<file path="src/rtl/clocking_drive_sample.sv">
`default_nettype none
// ============================================================================
// Module      : clocking_drive_sample
// Description : Multi-channel RTL clocking block. Each channel replays a
//               queue of (value, hold) drive commands onto its output bus
//               and samples its input bus through a fixed skew pipeline,
//               flagging sampled changes with a one-cycle pulse.
// Revision    : 1.0 - initial release
// ============================================================================
module clocking_drive_sample #(
    parameter int               WIDTH     = 8,
    parameter int               CHANNELS  = 2,
    parameter int               DEPTH     = 4,
    parameter int               HOLD_W    = 4,
    parameter int               SKEW      = 1,
    parameter logic [WIDTH-1:0] RESET_VAL = '0,
    localparam int              CW        = (CHANNELS > 1) ? $clog2(CHANNELS) : 1
) (
    input  logic                        clk,
    input  logic                        rst,
    input  logic                        cmd_valid,
    output logic                        cmd_ready,
    input  logic [CW-1:0]               cmd_chan,
    input  logic [WIDTH-1:0]            cmd_data,
    input  logic [HOLD_W-1:0]           cmd_hold,
    output logic [CHANNELS*WIDTH-1:0]   drv_out,
    output logic [CHANNELS-1:0]         drv_busy,
    input  logic [CHANNELS*WIDTH-1:0]   smp_in,
    output logic [CHANNELS*WIDTH-1:0]   smp_out,
    output logic [CHANNELS-1:0]         smp_change
);

    localparam int              c_AW      = $clog2(DEPTH);
    localparam logic [c_AW:0]   c_FULL    = (c_AW + 1)'(DEPTH);
    localparam logic [0:0]      c_ST_IDLE = 1'b0;
    localparam logic [0:0]      c_ST_HOLD = 1'b1;

    logic [CHANNELS-1:0] w_full;
    logic                w_sel_full;
    logic                w_chan_ok;

    // Full flag of the addressed channel; an out-of-range channel reads as full
    always_comb begin
        w_sel_full = 1'b1;
        for (int c = 0; c < CHANNELS; c++) begin
            if (32'(cmd_chan) == c) begin
                w_sel_full = w_full[c];
            end
        end
    end

    assign w_chan_ok = (32'(cmd_chan) < CHANNELS);
    // Full is the pre-pop occupancy, so a full FIFO never accepts even while popping
    assign cmd_ready = !rst && w_chan_ok && !w_sel_full;

    // ------------------------------------------------------------------------
    // Drive side: one command FIFO and one IDLE/HOLD sequencer per channel
    // ------------------------------------------------------------------------
    for (genvar c = 0; c < CHANNELS; c++) begin : g_chan
        logic [WIDTH-1:0]  r_dmem [DEPTH];
        logic [HOLD_W-1:0] r_hmem [DEPTH];
        logic [c_AW-1:0]   r_wp;
        logic [c_AW-1:0]   r_rp;
        logic [c_AW:0]     r_cnt;
        logic [0:0]        r_state;
        logic [HOLD_W-1:0] r_hcnt;
        logic [WIDTH-1:0]  r_drv;
        logic              w_push;
        logic              w_pop;
        logic              w_empty;

        assign w_push    = cmd_valid && cmd_ready && (32'(cmd_chan) == c);
        assign w_empty   = (r_cnt == '0);
        assign w_full[c] = (r_cnt == c_FULL);
        // A new command is taken when idle, or when the current hold has expired
        assign w_pop     = !w_empty && ((r_state == c_ST_IDLE) || (r_hcnt == '0));

        // Command storage; contents are don't-care while the count says empty
        always_ff @(posedge clk) begin
            if (w_push) begin
                r_dmem[r_wp] <= cmd_data;
                r_hmem[r_wp] <= cmd_hold;
            end
        end

        // FIFO pointers and occupancy; simultaneous push and pop leave the count unchanged
        always_ff @(posedge clk) begin
            if (rst) begin
                r_wp  <= '0;
                r_rp  <= '0;
                r_cnt <= '0;
            end else begin
                if (w_push) begin
                    r_wp <= r_wp + c_AW'(1);
                end
                if (w_pop) begin
                    r_rp <= r_rp + c_AW'(1);
                end
                if (w_push && !w_pop) begin
                    r_cnt <= r_cnt + (c_AW + 1)'(1);
                end else if (!w_push && w_pop) begin
                    r_cnt <= r_cnt - (c_AW + 1)'(1);
                end
            end
        end

        // Drive sequencer: each value is held for hold+1 cycles, back-to-back with no gap
        always_ff @(posedge clk) begin
            if (rst) begin
                r_state <= c_ST_IDLE;
                r_hcnt  <= '0;
                r_drv   <= RESET_VAL;
            end else begin
                case (r_state)
                    c_ST_IDLE: begin
                        if (w_pop) begin
                            r_drv   <= r_dmem[r_rp];
                            r_hcnt  <= r_hmem[r_rp];
                            r_state <= c_ST_HOLD;
                        end
                    end
                    c_ST_HOLD: begin
                        if (r_hcnt != '0) begin
                            r_hcnt <= r_hcnt - HOLD_W'(1);
                        end else if (w_pop) begin
                            r_drv  <= r_dmem[r_rp];
                            r_hcnt <= r_hmem[r_rp];
                        end else begin
                            r_state <= c_ST_IDLE;
                        end
                    end
                    default: begin
                        r_state <= c_ST_IDLE;
                    end
                endcase
            end
        end

        assign drv_out[c*WIDTH +: WIDTH] = r_drv;
        assign drv_busy[c]               = (r_state == c_ST_HOLD);
    end

    // ------------------------------------------------------------------------
    // Sample side: SKEW-stage delay line and change detector
    // ------------------------------------------------------------------------
    logic [CHANNELS*WIDTH-1:0] r_pipe [SKEW];
    logic [CHANNELS*WIDTH-1:0] w_smp_next;
    logic [CHANNELS-1:0]       r_chg;

    // Input skew pipeline; the last stage is the visible sample
    always_ff @(posedge clk) begin
        if (rst) begin
            for (int i = 0; i < SKEW; i++) begin
                r_pipe[i] <= '0;
            end
        end else begin
            r_pipe[0] <= smp_in;
            for (int i = 1; i < SKEW; i++) begin
                r_pipe[i] <= r_pipe[i-1];
            end
        end
    end

    // Value the visible sample will take at the next edge
    if (SKEW == 1) begin : g_skew_one
        assign w_smp_next = smp_in;
    end else begin : g_skew_multi
        assign w_smp_next = r_pipe[SKEW-2];
    end

    // Change pulse is registered alongside the sample it describes
    always_ff @(posedge clk) begin
        if (rst) begin
            r_chg <= '0;
        end else begin
            for (int c = 0; c < CHANNELS; c++) begin
                r_chg[c] <= (w_smp_next[c*WIDTH +: WIDTH] != r_pipe[SKEW-1][c*WIDTH +: WIDTH]);
            end
        end
    end

    assign smp_out    = r_pipe[SKEW-1];
    assign smp_change = r_chg;

endmodule
`default_nettype wire

</file>
<file path="config.mk">
export PLATFORM = sky130hd
export DESIGN_NAME = clocking_drive_sample
export DESIGN_NICKNAME = d
export VERILOG_FILES = /design/src/rtl/clocking_drive_sample.sv
export SDC_FILE = /design/constraint.sdc
export NUM_CORES = 1
export LEC_CHECK = 0
export ABC_AREA = 1
export BUFFER_PORTS_ARGS = -buffer_cell sky130_fd_sc_hd__buf_4
export CAP_MARGIN = 20
export CORE_ASPECT_RATIO = 1.2
export CORE_MARGIN = 8
export CORE_UTILIZATION = 50
export DETAILED_ROUTE_END_ITERATION = 10
export PLACE_DENSITY_LB_ADDON = 0.25
export SYNTH_ARGS = -nofsm -noshare
export SYNTH_HDL_FRONTEND = slang
export SYNTH_SLANG_ARGS = --single-unit
</file>
<file path="constraint.sdc">
create_clock -name clk -period 2.7 [get_ports clk]
set_input_delay 0.27 -clock clk [delete_from_list [all_inputs] [get_ports clk]]
set_output_delay 0.27 -clock clk [all_outputs]
set_load 0.02 [all_outputs]
</file>
# Word level (Yosys, flattened, before mapping)
# Memory sizes are Yosys's and may differ from the RTL's. A register that Yosys moved wholly into a read port is not among the register bits.
# Index checks and enable logic that the tools add are counted.
totals:
  mem_bits_rw: 112
  latch_bits: 0
  out_inout_bits: 37
  n_memories: 5
  word_cells: 106
  mem_bits_ro: 0
  ff_bits: 42
classes:
  n_mux: 40
  eq_ne: 6
  n_mul: 0
  n_div: 0
  reduce_logical: 29
  n_bitwise: 3
  n_addsub: 10
  magnitude_cmp: 0
  shift: 0
mem_list:
  columns: ["memory", "words", "word_bits", "read_ports", "rd_clocked_by_memory_dff", "write_ports", "line_no", "rtl"]
  rows:
  - ["g_chan[0].r_dmem", 4, 8, 1, 1, 1, "60", "logic [WIDTH-1:0] r_dmem [DEPTH];"]
  - ["g_chan[1].r_dmem", 4, 8, 1, 1, 1, "60", null]
  - ["g_chan[0].r_hmem", 4, 4, 1, 1, 1, "61", "logic [HOLD_W-1:0] r_hmem [DEPTH];"]
  - ["g_chan[1].r_hmem", 4, 4, 1, 1, 1, "61", null]
  - ["r_pipe", 1, 16, 1, 0, 1, "146", "logic [CHANNELS*WIDTH-1:0] r_pipe [SKEW];"]
ops:
  columns: ["cell", "count"]
  rows:
  - ["$mux W8", 4]
  - ["$pmux W8 S2", 2]
  - ["$mux W16", 1]
  - ["$mux W2", 8]
  - ["$mux W4", 4]
  - ["$ne A8 B8 Y1", 2]
  - ["$pmux W4 S2", 2]
  - ["$reduce_or A16 Y1", 1]
  - ["$mux W1", 13]
  - ["$mux W3", 4]
  - ["$logic_and A1 B1 Y1", 10]
  - ["$add A2 B1 Y2 const B", 4]
  - ["$logic_not A1 Y1", 8]
  - ["$logic_not A4 Y1", 2]
  - ["$reduce_bool A4 Y1", 2]
  - ["$sub A4 B1 Y4 const B", 2]
  - ["$add A3 B1 Y3 const B", 2]
  - ["$eq A3 B3 Y1 const B", 2]
  - ["$logic_not A3 Y1", 2]
  - ["$sub A3 B1 Y3 const B", 2]
  - ["$ne A2 B2 Y1 const B", 2]
  - ["$pmux W1 S2", 2]
  - ["$reduce_bool A2 Y1", 2]
  - ["$not A1 Y1", 3]
  - ["$logic_or A1 B1 Y1", 2]

# Depth between registers and ports, before layout
logic_depth:
  word_depth: 10
  mapped_depth: 14
  depth_no_buf: 13

# Worst setup path after synthesis
# OpenSTA, ideal clock, no wires.
synth_timing:
  path_type: "flip-flop to flip-flop"
  start: "register g_chan[0].r_hcnt[0]"
  end: "register g_chan[0].r_cnt[2]"
  n_path_buf: 1
  stages_incl_launch_ff: 14
  required_time_ps: 2578
  period_less_slack_ps: 2078
  t_arrival_ps: 1956
  path_slack_ps: 622
  path_cell_list: "dfxtp_1 -> inv_1 -> ha_1 -> nand2_2 -> nand2_4 -> nand2_4 -> buf_4 -> ha_1 -> inv_1 -> fa_1 -> a21oi_1 -> o21ai_0 -> o21ai_0 -> a21oi_1"
synth_via:
  elab_chain_len: 6
  word_cells_on_any_way: 8
  classes_between: "mux (1); reduce/logical (7)"
synth_lines:
  columns: ["item", "line_no", "rtl"]
  rows:
  - ["from (decl)", "66", "logic [HOLD_W-1:0] r_hcnt;"]
  - ["from (signal assigned)", "118", "r_hcnt <= r_hmem[r_rp];"]
  - ["from (signal assigned)", "124", "r_hcnt <= r_hcnt - HOLD_W'(1);"]
  - ["from (signal assigned)", "127", "r_hcnt <= r_hmem[r_rp];"]
  - ["$logic_not A4 Y1 *", "76", "assign w_pop = !w_empty && ((r_state == c_ST_IDLE) || (r_hcnt == '0));"]
  - ["$logic_or A1 B1 Y1 *", "76", null]
  - ["$logic_and A1 B1 Y1 *", "76", null]
  - ["$logic_not A1 Y1", "99", "if (w_push && !w_pop) begin"]
  - ["$logic_and A1 B1 Y1", "99", null]
  - ["$mux W3 / $reduce_bool A2 Y1 (equally long branches)", null, null]
  - ["to (signal assigned)", "100", "r_cnt <= r_cnt + (c_AW + 1)'(1);"]
  - ["to (signal assigned)", "102", "r_cnt <= r_cnt - (c_AW + 1)'(1);"]
  - ["to (decl)", "64", "logic [c_AW:0] r_cnt;"]
# Every way passes the cells marked *; elsewhere a longest branch is shown, timed or not.
# A chain may end at the register's enable or synchronous reset.

# Final worst setup path
# Same ends and word-level chain as after synthesis.

==> metrics.yaml <==
synth:
  netlist_area_sq_um: 6420
  ys_types: 35
  synth_top_area_share_pct: 44.9
  synth-seq-area-share_pct: 64.3
  synthFlopType: "edfxtp_1"
  synth_edf_count: 96
  synth-seq-cells: 158
  synthArstFlopShare_pct: 0
  synth_top_area_cell: "edfxtp_1"
  synth_commonest_cells: "131 x nor2_1, 96 x edfxtp_1, 62 x dfxtp_1"
  synth.top_cells.by_area: "edfxtp_1 45%, dfxtp_1 19%, nor2_1 7.7%"
  syn_nets: 653
  synthCells: 607
  ys_warn_count: 0
  synth.most_common_cell: "nor2_1"
  syn_area_per_cell_sq_um: 10.6
global_route:
  grt_pass1_vias: 4628
  grt_max_degree: 36
  grt_pass1_wl_microns: 21600
  antenna_found_initial: 0
  grt.total_usage_pct: 16.2
  grt_remaining_overflow: 0
place:
  pre_cts_slack_ns: 0.487
  dp_hpwl_microns: 8670
  gp_congestion: 0.783
  postPlaceCellArea_sq_um: 7040
  port_buffers: 68
sta:
  setup_violations: 0
  finalHoldViolCount: 0
  setup_tns_ns: 0
  fin_skew_ns: 0.00622
  max_freq_mhz: 454
  fin_hold_ws_ns: 0.0662
  maxSlewViolCount: 0
  tightestPinTransition_ns: 0.485
  setup_slack_ns: 0.499
  slew_headroom_pct: 67.7
  fin_crit_ns: 2.20
  grt_setup_unrepaired: "no"
  period_share_pct: 81.5
routing:
  via_count: 4426
  via_per_inst: 5.16
  wl_microns: 13400
  drtIter0Drc: 331
  drc: 0
  ant_nets: 0
  wl_per_cell_microns: 15.6
  dr.pass1.iters: 6
die:
  core_sq_um: 12600
  fp.dieW_microns: 119
  row_count: 45
  start_util_pct: 50.9
  die_area_sq_um: 16700
  io_pins: 69
  die_h_microns: 140
finish:
  area_growth_pct: 18.6
  final_layout_size_suffix_gt1_share_pct: 20.2
  nFillCells: 1071
  insertedDiodeCount: 0
  nNetsFinal: 727
  design_area_sq_um: 7610
clocking:
  cts_tree: "yes"
  htree_levels: 4
  cts_buffers: 17
  cts_buffer_depth: 2
  cts_root_buffer: "clkbuf_16"
  cts_sinks: 158
  cts.clk_slew.worst_paths_ns: 0.06
  post_cts_buffers: 0
  cts-hold-fix-buffers: 0
  insertion_delay_ns: 0.42
  cts-resized-gates: 0
worst_setup_path:
  crit_arrival_ns: 2.50
  path_max_fanout: 13
  r2r_slack_ns: 0.50
  crit_required_ns: 3.00
  end_kind: "flip-flop"
  startpoint_type: "flip-flop"
  critPathKind: "reg -> reg"
power_and_ir_drop:
  power_per_cell_area_nw_per_um2: 1010
  ir_worst_vdd_v: 0.000449
  p_leak_nw: 3.04
  power_mw: 7.71
status:
  status: "complete, no violations"
job:
  cap_violations: 0
worst_hold_path:
  worstHoldPathType: "in -> reg"
registers in the layout, summed over array words and instances, names as in the netlist, named ones only:
signal          flops
r_pipe             16
smp_change          2
g_chan.r_hmem      32
g_chan.r_hcnt       8
g_chan.r_drv       16
g_chan.r_dmem      64
g_chan.r_state      2
g_chan.r_cnt        6
g_chan.r_rp         4
g_chan.r_wp         4
metal layers:
| layer | vias to the layer above | track usage, % | share of wire, % |
|---|---|---|---|
| met3 | 20 | 4.78 | 5.2 |
| met4 | 0 | 5.47 | 1.4 |
| met1 | 2128 | 16.9 | 39 |
| met2 | 92 | 30.3 | 54 |
| li1 | 2186 | - | - |
| met5 | - | 0 | 0 |
metrics by stage:
stage	cells	util (%)
final	858	60.3
after global routing	858	60.3
after CTS	858	60.3
after detailed placement	826	55.9
after global placement	826	55.9
after floorplan	607	-
final timing paths:
path	startpoint	endpoint	depth (start not counted)
min reg2reg	g_chan[0].r_rp[1]$_SDFFE_PP0N_	flip-flop	2
min	smp_in[6]	r_pipe[0][6]$_SDFF_PP0_	3
max	g_chan[0].r_hcnt[0]$_SDFF_PP0_	g_chan[0].r_cnt[2]$_SDFFE_PP0P_	12
max reg2reg	g_chan[0].r_hcnt[0]$_SDFF_PP0_	g_chan[0].r_cnt[2]$_SDFFE_PP0P_	12
logic make-up after synthesis:
group | synth area share [%]
AND/OR/NAND/NOR | 14.7
flip-flops | 64.3
AO/OA/AOI/OAI | 9.63
buffers and inverters | 6.53
XOR/XNOR | 1.91
adder cells (fa/ha/maj) | 2.96
critical path, stage by stage (launching register included):
cell	delay, ns
dfxtp_1	0.33
inv_1	0.07
ha_1	0.23
nand2_2	0.11
nand2_4	0.08
nand2_4	0.18
ha_1	0.18
inv_1	0.06
fa_1	0.38
a21oi_1	0.14
o21ai_0	0.11
o21ai_0	0.15
a21oi_1	0.06
layout make-up:
type	count	area [sq um]	share of cell area, %
Inverter	64	249	3.27
Sequential cell	158	4120	54.2
Timing Repair Buffer	79	593	7.79
Tap cell	164	205	2.70
Clock inverter	12	109	1.43
Multi-Input combinational cell	361	1870	24.6
Clock buffer	20	457	6.00
where the power goes:
group | switching, mW | internal, mW | total (mW)
combinational | 1.55 | 0.820 | 2.37
sequential | 0.216 | 2.85 | 3.07
clock | 0.953 | 1.32 | 2.28
total | 2.72 | 5.00 | 7.71
cells in the final DEF (no fill, tap or decap), types with 8 or more instances in the layout:
| master | instances |
|---|---|
| a21oi_1 | 15 |
| buf_4 | 79 |
| clkbuf_16 | 17 |
| dfxtp_1 | 62 |
| edfxtp_1 | 96 |
| ha_1 | 12 |
| inv_1 | 57 |
| nand2_1 | 41 |
| nand3_1 | 19 |
| nor2_1 | 131 |
| o21ai_0 | 39 |
| o21ai_1 | 34 |
| o22ai_1 | 18 |
| xnor2_1 | 8 |
Note: power is estimated with default switching activity, not from simulation.
